## config.mk

```make
export PLATFORM = sky130hd
export DESIGN_NAME = param_nfa_matcher
export DESIGN_NICKNAME = d
export VERILOG_FILES = /design/src/rtl/param_nfa_matcher.sv
export SDC_FILE = /design/constraint.sdc
export NUM_CORES = 1
export LEC_CHECK = 0
export CELL_PAD_IN_SITES_DETAIL_PLACEMENT = 1
export CELL_PAD_IN_SITES_GLOBAL_PLACEMENT = 2
export CORE_ASPECT_RATIO = 1.5
export CORE_MARGIN = 5
export CORE_UTILIZATION = 45
export DETAILED_ROUTE_END_ITERATION = 7
export GPL_ROUTABILITY_DRIVEN = 0
export PLACE_DENSITY_LB_ADDON = 0.15
export SLEW_MARGIN = 10
export SYNTH_ARGS = -nofsm -noshare
export SYNTH_HDL_FRONTEND = slang
export SYNTH_SLANG_ARGS = --single-unit
```

## constraint.sdc

```tcl
create_clock -name clk -period 20.5 [get_ports clk]
set_input_delay 4.1 -clock clk [delete_from_list [all_inputs] [get_ports clk]]
set_output_delay 4.1 -clock clk [all_outputs]
set_load 0.05 [all_outputs]
```

## src/rtl/param_nfa_matcher.sv

```systemverilog
`default_nettype none
// ============================================================================
// Module   : param_nfa_matcher
// Purpose  : Streaming multi-pattern string matcher. Each pattern has one
//            shift-and NFA state vector. All vectors advance in parallel on
//            every accepted input character. Patterns and their lengths are
//            loaded at run time while the matcher is idle. The matcher also
//            supports a wildcard character and a case-insensitive mode.
// Revision : 1.0 - initial release
// ----------------------------------------------------------------------------
// Ports
//   clk, reset            rising-edge clock; asynchronous active-high reset
//   cfg_we/pat/idx/char   write one pattern character (honoured in IDLE only)
//   cfg_len_we/cfg_len    write one pattern length 0..PAT_LEN (IDLE only)
//   nocase                case-insensitive compare, latched by start
//   start                 begin a new stream (ignored outside IDLE)
//   s_valid/ready/data/last   input character stream
//   m_valid/ready/match/pos   match report stream (m_pos = completing index)
//   busy                  high while streaming or draining
//   done                  one-cycle pulse when the stream has fully drained
// ============================================================================
module param_nfa_matcher #(
  parameter int                DWIDTH   = 8,
  parameter int                PAT_NUM  = 4,
  parameter int                PAT_LEN  = 8,
  parameter int                CNT_W    = 16,
  parameter logic [DWIDTH-1:0] WILDCARD = 'h3F
) (
  input  logic                       clk,
  input  logic                       reset,
  input  logic                       cfg_we,
  input  logic [$clog2(PAT_NUM)-1:0] cfg_pat,
  input  logic [$clog2(PAT_LEN)-1:0] cfg_idx,
  input  logic [DWIDTH-1:0]          cfg_char,
  input  logic                       cfg_len_we,
  input  logic [$clog2(PAT_LEN):0]   cfg_len,
  input  logic                       nocase,
  input  logic                       start,
  input  logic                       s_valid,
  output logic                       s_ready,
  input  logic [DWIDTH-1:0]          s_data,
  input  logic                       s_last,
  output logic                       m_valid,
  input  logic                       m_ready,
  output logic [PAT_NUM-1:0]         m_match,
  output logic [CNT_W-1:0]           m_pos,
  output logic                       busy,
  output logic                       done
);

  localparam int PW = $clog2(PAT_NUM);
  localparam int IW = $clog2(PAT_LEN);
  localparam int LW = IW + 1;

  typedef enum logic [1:0] {
    ST_IDLE  = 2'd0,
    ST_RUN   = 2'd1,
    ST_DRAIN = 2'd2
  } state_t;

  state_t             r_state;
  state_t             w_state_nxt;
  logic               r_nocase;
  logic [CNT_W-1:0]   r_pos;
  logic               w_idle;
  logic               w_start_go;
  logic               w_accept;
  logic [DWIDTH-1:0]  w_in_fold;
  logic [PAT_NUM-1:0] w_hit;

  // Only the low byte is folded. Upper bits of wider characters pass through
  // unchanged, so a case-insensitive compare still distinguishes them.
  function automatic logic [DWIDTH-1:0] fold(input logic [DWIDTH-1:0] x,
                                             input logic              nc);
    logic [DWIDTH-1:0] y;
    y = x;
    if (nc && (x[7:0] >= 8'h41) && (x[7:0] <= 8'h5A)) begin
      y[7:0] = x[7:0] + 8'h20;
    end
    return y;
  endfunction

  assign w_idle     = (r_state == ST_IDLE);
  assign w_start_go = w_idle && start;
  // A character may only enter if its possible report has a free slot:
  // the report register is empty or is draining in this same cycle.
  assign s_ready    = (r_state == ST_RUN) && (!m_valid || m_ready);
  assign w_accept   = s_valid && s_ready;
  assign busy       = (r_state != ST_IDLE);
  assign w_in_fold  = fold(s_data, r_nocase);

  // --------------------------------------------------------------------------
  // Control FSM
  // --------------------------------------------------------------------------
  always_ff @(posedge clk or posedge reset) begin
    if (reset) begin
      r_state <= ST_IDLE;
    end else begin
      r_state <= w_state_nxt;
    end
  end

  always_comb begin
    w_state_nxt = r_state;
    done        = 1'b0;
    case (r_state)
      ST_IDLE: begin
        if (start) begin
          w_state_nxt = ST_RUN;
        end
      end
      ST_RUN: begin
        if (w_accept && s_last) begin
          w_state_nxt = ST_DRAIN;
        end
      end
      ST_DRAIN: begin
        // Finish only when no report is left pending after this cycle.
        if (!m_valid || m_ready) begin
          done        = 1'b1;
          w_state_nxt = ST_IDLE;
        end
      end
      default: begin
        w_state_nxt = ST_IDLE;
      end
    endcase
  end

  // --------------------------------------------------------------------------
  // Stream context: latched case mode and position counter
  // --------------------------------------------------------------------------
  always_ff @(posedge clk or posedge reset) begin
    if (reset) begin
      r_nocase <= 1'b0;
      r_pos    <= '0;
    end else if (w_start_go) begin
      r_nocase <= nocase;
      r_pos    <= '0;
    end else if (w_accept) begin
      r_pos    <= r_pos + 1'b1;
    end
  end

  // --------------------------------------------------------------------------
  // Per-pattern storage and NFA
  // --------------------------------------------------------------------------
  for (genvar p = 0; p < PAT_NUM; p++) begin : g_pat
    logic [DWIDTH-1:0]  r_chars [PAT_LEN];
    logic [LW-1:0]      r_len;
    logic [PAT_LEN-1:0] r_nfa;
    logic [PAT_LEN-1:0] w_eq;
    logic [PAT_LEN-1:0] w_nfa_nxt;
    logic               w_hit_p;
    logic               w_sel;

    // Out-of-range pattern selects simply match no block.
    assign w_sel = w_idle && (cfg_pat == PW'(p));

    always_ff @(posedge clk or posedge reset) begin
      if (reset) begin
        for (int i = 0; i < PAT_LEN; i++) begin
          r_chars[i] <= '0;
        end
        r_len <= '0;
        r_nfa <= '0;
      end else begin
        if (cfg_we && w_sel) begin
          for (int i = 0; i < PAT_LEN; i++) begin
            if (cfg_idx == IW'(i)) begin
              r_chars[i] <= cfg_char;
            end
          end
        end
        if (cfg_len_we && w_sel) begin
          r_len <= cfg_len;
        end
        if (w_start_go) begin
          r_nfa <= '0;
        end else if (w_accept) begin
          r_nfa <= w_nfa_nxt;
        end
      end
    end

    always_comb begin
      w_eq    = '0;
      w_hit_p = 1'b0;
      for (int i = 0; i < PAT_LEN; i++) begin
        w_eq[i] = (LW'(i) < r_len) &&
                  ((r_chars[i] == WILDCARD) ||
                   (fold(r_chars[i], r_nocase) == w_in_fold));
      end
      // Shift-and step: bit i set means the first i+1 pattern characters
      // end at the current input character.
      w_nfa_nxt = ((r_nfa << 1) | PAT_LEN'(1)) & w_eq;
      // The final-state bit is selected by comparison, which keeps the index
      // in range for any length value, including 0 (which never matches).
      for (int i = 0; i < PAT_LEN; i++) begin
        if (r_len == LW'(i + 1)) begin
          w_hit_p = w_nfa_nxt[i];
        end
      end
    end

    assign w_hit[p] = w_hit_p;
  end

  // --------------------------------------------------------------------------
  // Match report register
  // --------------------------------------------------------------------------
  // A load can never overwrite an undrained report because acceptance is
  // gated by s_ready. A load in the same cycle as a drain therefore replaces
  // the old report back to back.
  always_ff @(posedge clk or posedge reset) begin
    if (reset) begin
      m_valid <= 1'b0;
      m_match <= '0;
      m_pos   <= '0;
    end else if (w_accept && (|w_hit)) begin
      m_valid <= 1'b1;
      m_match <= w_hit;
      m_pos   <= r_pos;
    end else if (m_valid && m_ready) begin
      m_valid <= 1'b0;
    end
  end

endmodule
`default_nettype wire
```

==> metrics, run 1 <==
vias in the first global route=roughly 17000; die span in y=about 270 µm; final hold vios=0; global-route wire length before repair=98.8 mm; Hold/Removal Path Class=flop to flop; Fmax=~100 MHz; Layout Skew=16.2 ps; part of the Yosys area used for sequential elements=41.8%; FF-to-FF Start=r_nocase; cts bufs inserted=38; metal2 WL=32.1 mm; worst-path maximum fanout=4; status=completed; Yosys top cell area share=41.8%; Setup CP Type=primary input to primary output; TritonCTS clock tree=built; WP data required=between 15000 and 20000 ps; worst ir drop on vdd=between 0.07 and 0.08 mV; Top Ports=58; Layout Area Growth over Synthesis=12.1%; DR vias/cell=between 6 and 7; Critical Path Source=m_ready; setup slack, reg-to-reg=between 15000 and 20000 ps; post-synthesis cell count=1984; most common cell in the netlist=dfrtp_1; FF+latch area=0.00851 mm²; final wirelength=63.1 mm; die area=0.0497 mm²; fraction of layout cells with a size suffix above 1=about a fifth; # clock sinks=340; multi-input logic area=0.0111 mm²; vias post-DR=around 16000; CTS resizes=0; Startpoint Class=primary input; Worst Tran Pin Value=1250 ps; later-pin clock latency in the skew report=550 ps; CP arrival=5920 ps; Mean Syn Cell Area=10.3 µm²; CP endpoint=s_ready; post-route clock period utilization=48.9%; detailed-router iteration count before antenna repair=5; Max clock buf depth=3; Finish-stage setup viols=0; Static Leakage=0.00980 µW; gr usage total=25.3%; Nets=2073; Ys Warns=0; core footprint=0.0448 mm²; Reg2Reg Capture Point=m_pos[8]; post-synthesis cell type count=74; Seq cells post-synth=340; cell taking the most area after synthesis=dfrtp_1; number of max-cap violations=0; Post-Syn Nets=2052; Antenna Nets Post-Route=0; most frequent cells after synthesis=dfrtp_1, mux2_2, nand2_1; Fillers=4871; final design utilization=between 50% and 60%; DP HPWL=39.6 mm; First DRT Iteration DRCs=758; hold-fix buffers at CTS=0; Clock Root Buffer=clkbuf_16; Rel. slew slack=around 16%; antenna violations before repair=1; Pwr Density=119 mW/mm²; largest net degree at the start of global routing=161; sum of routed wire segments on met1=~26 mm; CTS H-Tree Depth=2; CP Capture Type=primary output; Reg clk slew, reported paths=60 ps; number of diodes=0; async set or reset register ratio after synthesis=100%; Max Slew Vio Count=0; clock period minus worst slack=10020 ps; routed length per instance=approximately 24 µm; FF-to-FF path depth=12; Die Width=about 180 µm; top area cells in the synthesized netlist=dfrtp_1, mux2_2, xnor2_1; initial core utilization=between 40% and 50%; Buffers on Ports=57; Row Count=95; synthesized cell area=0.0204 mm²; setup bufs post-CTS=0; RSZ-0062 raised after global routing=false; top sig layer=met4; Fin Setup TNS=0 ps; met3 wire length=2.21 mm; dominant synthesized flop cell=dfrtp_1; number of flops mapped to enable cells by yosys=0; DRC=0; Congestion Overflow GR=0
==> metal layers <==
layer	vias to the layer above	global-route usage, %
li1	7276	-
met1	8215	31.6
met2	300	44.7
met3	128	3.24
met4	0	8.73
met5	-	0
==> cells by family after synthesis <==
group                      count (synthesis)  synth area share, %
AOI/OAI and AO/OA                        304                 10.4
xor gates and xnor gates                 264                 11.4
adders and majority gates                 34                 2.09
buffers and inverters                    169                 3.55
DFF                                      340                 41.8
muxes                                    276                 15.4
and+or+nand+nor                          597                 15.4
==> sequential cells by signal, indices dropped and copies added (netlist names) <==
register / count
g_pat.r_chars: 256
g_pat.r_len: 16
g_pat.r_nfa: 28
m_match: 4
m_pos: 16
m_valid: 1
r_nocase: 1
r_pos: 16
r_state: 2
==> cell type report <==
| type | count | share of cell area [%] |
|---|---|---|
| multi-input cells | 1475 | 48.9 |
| clock inverters | 12 | 1.03 |
| clock buffers | 58 | 5.35 |
| flip-flops and latches | 340 | 37.3 |
| repair buffers | 83 | 3.13 |
| inverters | 67 | 1.14 |
| well taps | 582 | 3.19 |
==> how the worst min path moves through the flow <==
| stage | depth (start not counted) | startpoint | to | slack [ps] |
|---|---|---|---|---|
| 3_5_place_dp | 2 | g_pat[0].r_nfa[4] | g_pat[0].r_nfa[4] | 490 |
| 6_report | 2 | g_pat[0].r_nfa[4] | g_pat[0].r_nfa[4] | 500 |
| 4_1_cts | 2 | g_pat[0].r_nfa[4] | g_pat[0].r_nfa[4] | 500 |
| 3_3_place_gp | 2 | g_pat[0].r_nfa[4] | g_pat[0].r_nfa[4] | 480 |
| 5_1_grt | 1 | m_match[3] | m_match[3] | 530 |
| 2_1_floorplan | 2 | g_pat[0].r_nfa[5] | g_pat[0].r_nfa[5] | 460 |
==> worst max-delay path, cell delays in order <==
cell and delay, ps:
clkdlybuf4s50_1 480, nor2b_1 90, nor3_1 360, clkdlybuf4s50_1 890
==> report_power, final <==
part           leakage [µW]  internal, µW  switching [µW]
Combinational       0.00456           388             444
Sequential          0.00452           835             251
Clock              0.000722           498             289
Total               0.00980          1720             984
==> placed cells by master (no fill, tap or decap), types with 9 or more instances in the layout <==
| cell | n |
|---|---|
| dfrtp_1 | 339 |
| mux2_2 | 266 |
| nand2_1 | 157 |
| xnor2_1 | 146 |
| xor2_1 | 118 |
| nand3_1 | 86 |
| nor2_1 | 78 |
| inv_1 | 66 |
| o21ai_0 | 56 |
| a21oi_1 | 53 |
| nor3_1 | 52 |
| nand4_1 | 50 |
| clkdlybuf4s50_1 | 44 |
| or4_1 | 42 |
| clkbuf_16 | 41 |
| nor4_1 | 40 |
| ha_1 | 34 |
| a31oi_1 | 32 |
| o31ai_1 | 25 |
| buf_4 | 25 |
| o41ai_1 | 22 |
| or3_1 | 14 |
| clkbuf_8 | 13 |
| buf_2 | 13 |
| o21a_1 | 12 |
| nor2b_1 | 11 |
| a41oi_1 | 11 |
| nor3b_1 | 10 |
| a21boi_0 | 9 |
==> stage by stage <==
step           instances  worst slack [ps]  cell area, µm²  power (µW)  hold WS, ps
2_1_floorplan       1984              6980           20400        1670          456
3_3_place_gp        2547             10640           21400        1880          480
3_5_place_dp        2547             10500           21400        1930          486
4_1_cts             2617             10490           22800        2730          500
5_1_grt             2617             10420           22800        2860          532
6_report            2617             10490           22800        2700          498
(Power assumes the default switching activity.)
==> run 2: changes to the inputs <==
--- a/config.mk
+++ b/config.mk
@@ -9,7 +9,7 @@
 export CELL_PAD_IN_SITES_GLOBAL_PLACEMENT = 2
 export CORE_ASPECT_RATIO = 1.5
 export CORE_MARGIN = 5
-export CORE_UTILIZATION = 45
+export CORE_UTILIZATION = 42
 export DETAILED_ROUTE_END_ITERATION = 7
 export GPL_ROUTABILITY_DRIVEN = 0
 export PLACE_DENSITY_LB_ADDON = 0.15
==> constraint.sdc (replaced) <==
create_clock -name clk -period 9.4 [get_ports clk]
set_input_delay 1.88 -clock clk [delete_from_list [all_inputs] [get_ports clk]]
set_output_delay 1.88 -clock clk [all_outputs]
set_load 0.05 [all_outputs]
==> run 2 against run 1 <==
Combinational power increased by 120%. Clock power is 86% higher. Sequential power is 120% higher. Die area is 6.8% higher. Highest routed layer is now met5. Hold slack lost 13 ps. Sequential cell count unchanged. Largest power group unchanged. Via count decreased by 0.20%. Wire length increased by 3.2%. Non-clock buffer count decreased by 2. Clock-buffer cell count is 3 lower.
==> metrics, run 2 (same netlist as run 1, synthesis figures left out) <==
setup slack, reg-to-reg=4430 ps (-11010 ps); placed cell areas=0.0214 mm² (+0.11%); Die Width=190 µm (+3.3%); post-layout instance area=0.0226 mm² (-1.1%); status=completed; final wirelength=65.1 mm (+3.2%); hold-fix buffers at CTS=0 (unchanged); Max Slew Vio Count=0 (unchanged); largest net degree at the start of global routing=147 (-8.7%); Antenna Nets Post-Route=0 (unchanged); Row Count=98 (+3.2%); Worst Tran Pin Value=1230 ps (-17.0 ps); Rel. slew slack=17.8% (+1.8 points); Pwr Density=250 mW/mm² (+110%); CP arrival=6640 ps (+720 ps); Congestion Overflow GR=0 (unchanged); placed cells=2563 (+0.63%); pre-CTS setup slack=2660 ps (-7840 ps); DP HPWL=41.9 mm (+5.8%); clock period minus worst slack=6220 ps; most frequent cells in the layout=dfrtp_1, mux2_2, nand2_1; Layout Skew=20.6 ps (+4.38 ps); CTS H-Tree Depth=2 (unchanged); Buffers on Ports=57 (unchanged); die area=0.0530 mm² (+6.8%); CTS resizes=0 (unchanged); global-route wire length before repair=101 mm (+2.1%); core footprint=0.0478 mm² (+6.7%); most common cell after layout, fill and taps aside=dfrtp_1; Final WS setup=3180 ps (-7310 ps); worst-path maximum fanout=20 (+16); worst ir drop on vdd=0.120 mV (+52%); number of max-cap violations=0 (unchanged); Fin Setup TNS=0 ps (unchanged); Final Non-Filler Cells=2627 (+0.38%); detailed-router iteration count before antenna repair=5 (unchanged); Finish-stage setup viols=0 (unchanged); RSZ-0062 raised after global routing=false; max FFs per register=256 (unchanged); TritonCTS clock tree=built; vias post-DR=15900 (-0.20%); Setup CP Type=primary input to flop; Largest regs=g_pat.r_chars: 256 flops, g_pat.r_nfa: 28 flops; Nets=2070 (-0.14%); Clock Root Buffer=clkbuf_16; fraction of layout cells with a size suffix above 1=19.9% (-0.46 points); setup bufs post-CTS=0 (unchanged); DR vias/cell=6.05 (-0.58%); routed length per instance=24.8 µm (+2.8%); Hold/Removal Path Class=flop to flop; Static Leakage=0.00966 µW (-1.4%); CP Capture Type=flop; Max clock buf depth=3 (unchanged); Top Ports=58 (unchanged); DRC=0 (unchanged); initial core utilization=42.6% (-2.9 points); later-pin clock latency in the skew report=550 ps (about the same); Fmax=161 MHz; Layout Area Growth over Synthesis=10.9%; Reg clk slew, reported paths=60 ps (about the same); vias in the first global route=16800 (-1.4%); final hold vios=0 (unchanged); First DRT Iteration DRCs=699 (-7.8%); gr usage total=24.4% (-0.83 points); antenna violations before repair=3 (+2); cts bufs inserted=37 (-2.6%); WP data required=9820 ps (-6580 ps); Largest Register=g_pat.r_chars; Startpoint Class=primary input; # clock sinks=340 (unchanged); number of diodes=0 (unchanged); hold slack=485 ps (-13.4 ps); post-route clock period utilization=between 60 and 70%; die span in y=280 µm (+3.4%)
[run 2: cell types whose count changed in the layout (fill, tap and decap cells not counted), sizes merged]
cell / change
bufinv: -6
clkbuf: -3
buf: -2
clkinvlp: +2
clkinv: +1
[run 2: per-stage QoR]
step | util (%) | total power, µW
2_1_floorplan | - | 3650
3_3_place_gp | 44.7 | 4120
3_5_place_dp | 44.7 | 4200
4_1_cts | 47.2 | 5700
5_1_grt | 47.2 | 6000
6_report | 47.2 | 5650
[run 2: power breakdown]
part | switching [µW] | internal (µW)
Clock | 617 | 848
Combinational | 964 | 845
Sequential | 552 | 1820
[run 2: layout make-up]
class                      count  area [µm²]
clock buffer                  55        1120
clock inverter                 9        76.3
fill                        5219       25200
inverter                      67         255
multi-input combinational   1475       11200
sequential                   340        8510
tap                          600         751
timing repair buffer          81         711
[run 2: worst paths after layout]
path / from / endpoint / cells after the start
worst max-delay path: s_data[1] / m_pos[9] / 13
worst min-delay path: g_pat[0].r_nfa[5] / g_pat[0].r_nfa[5] / 2
worst max register to register: r_nocase / m_pos[9] / 11
worst min register to register: g_pat[0].r_nfa[5] / g_pat[0].r_nfa[5] / 2
max in group asynchronous: reset / g_pat[3].r_chars[61] / 4
min in group asynchronous: reset / g_pat[3].r_chars[40] / 3
[run 2: metal layers]
metal	part of all wire, %	track usage, %	routed length (µm)
met4	3.8	8.63	2470
met3	3.3	2.95	2130
met1	42	30.3	27300
met2	51	43.9	33300
met5	0.011	0	7
[run 2: worst max-delay path, cell delays in order]
cell	delay, ps
buf_2	520
or3_4	250
o22a_4	170
a41o_2	770
buf_4	420
xnor2_1	160
nor4_1	70
a31oi_1	200
a2111oi_0	130
o31ai_1	780
nand3_2	200
o21ai_4	610
mux2_2	410
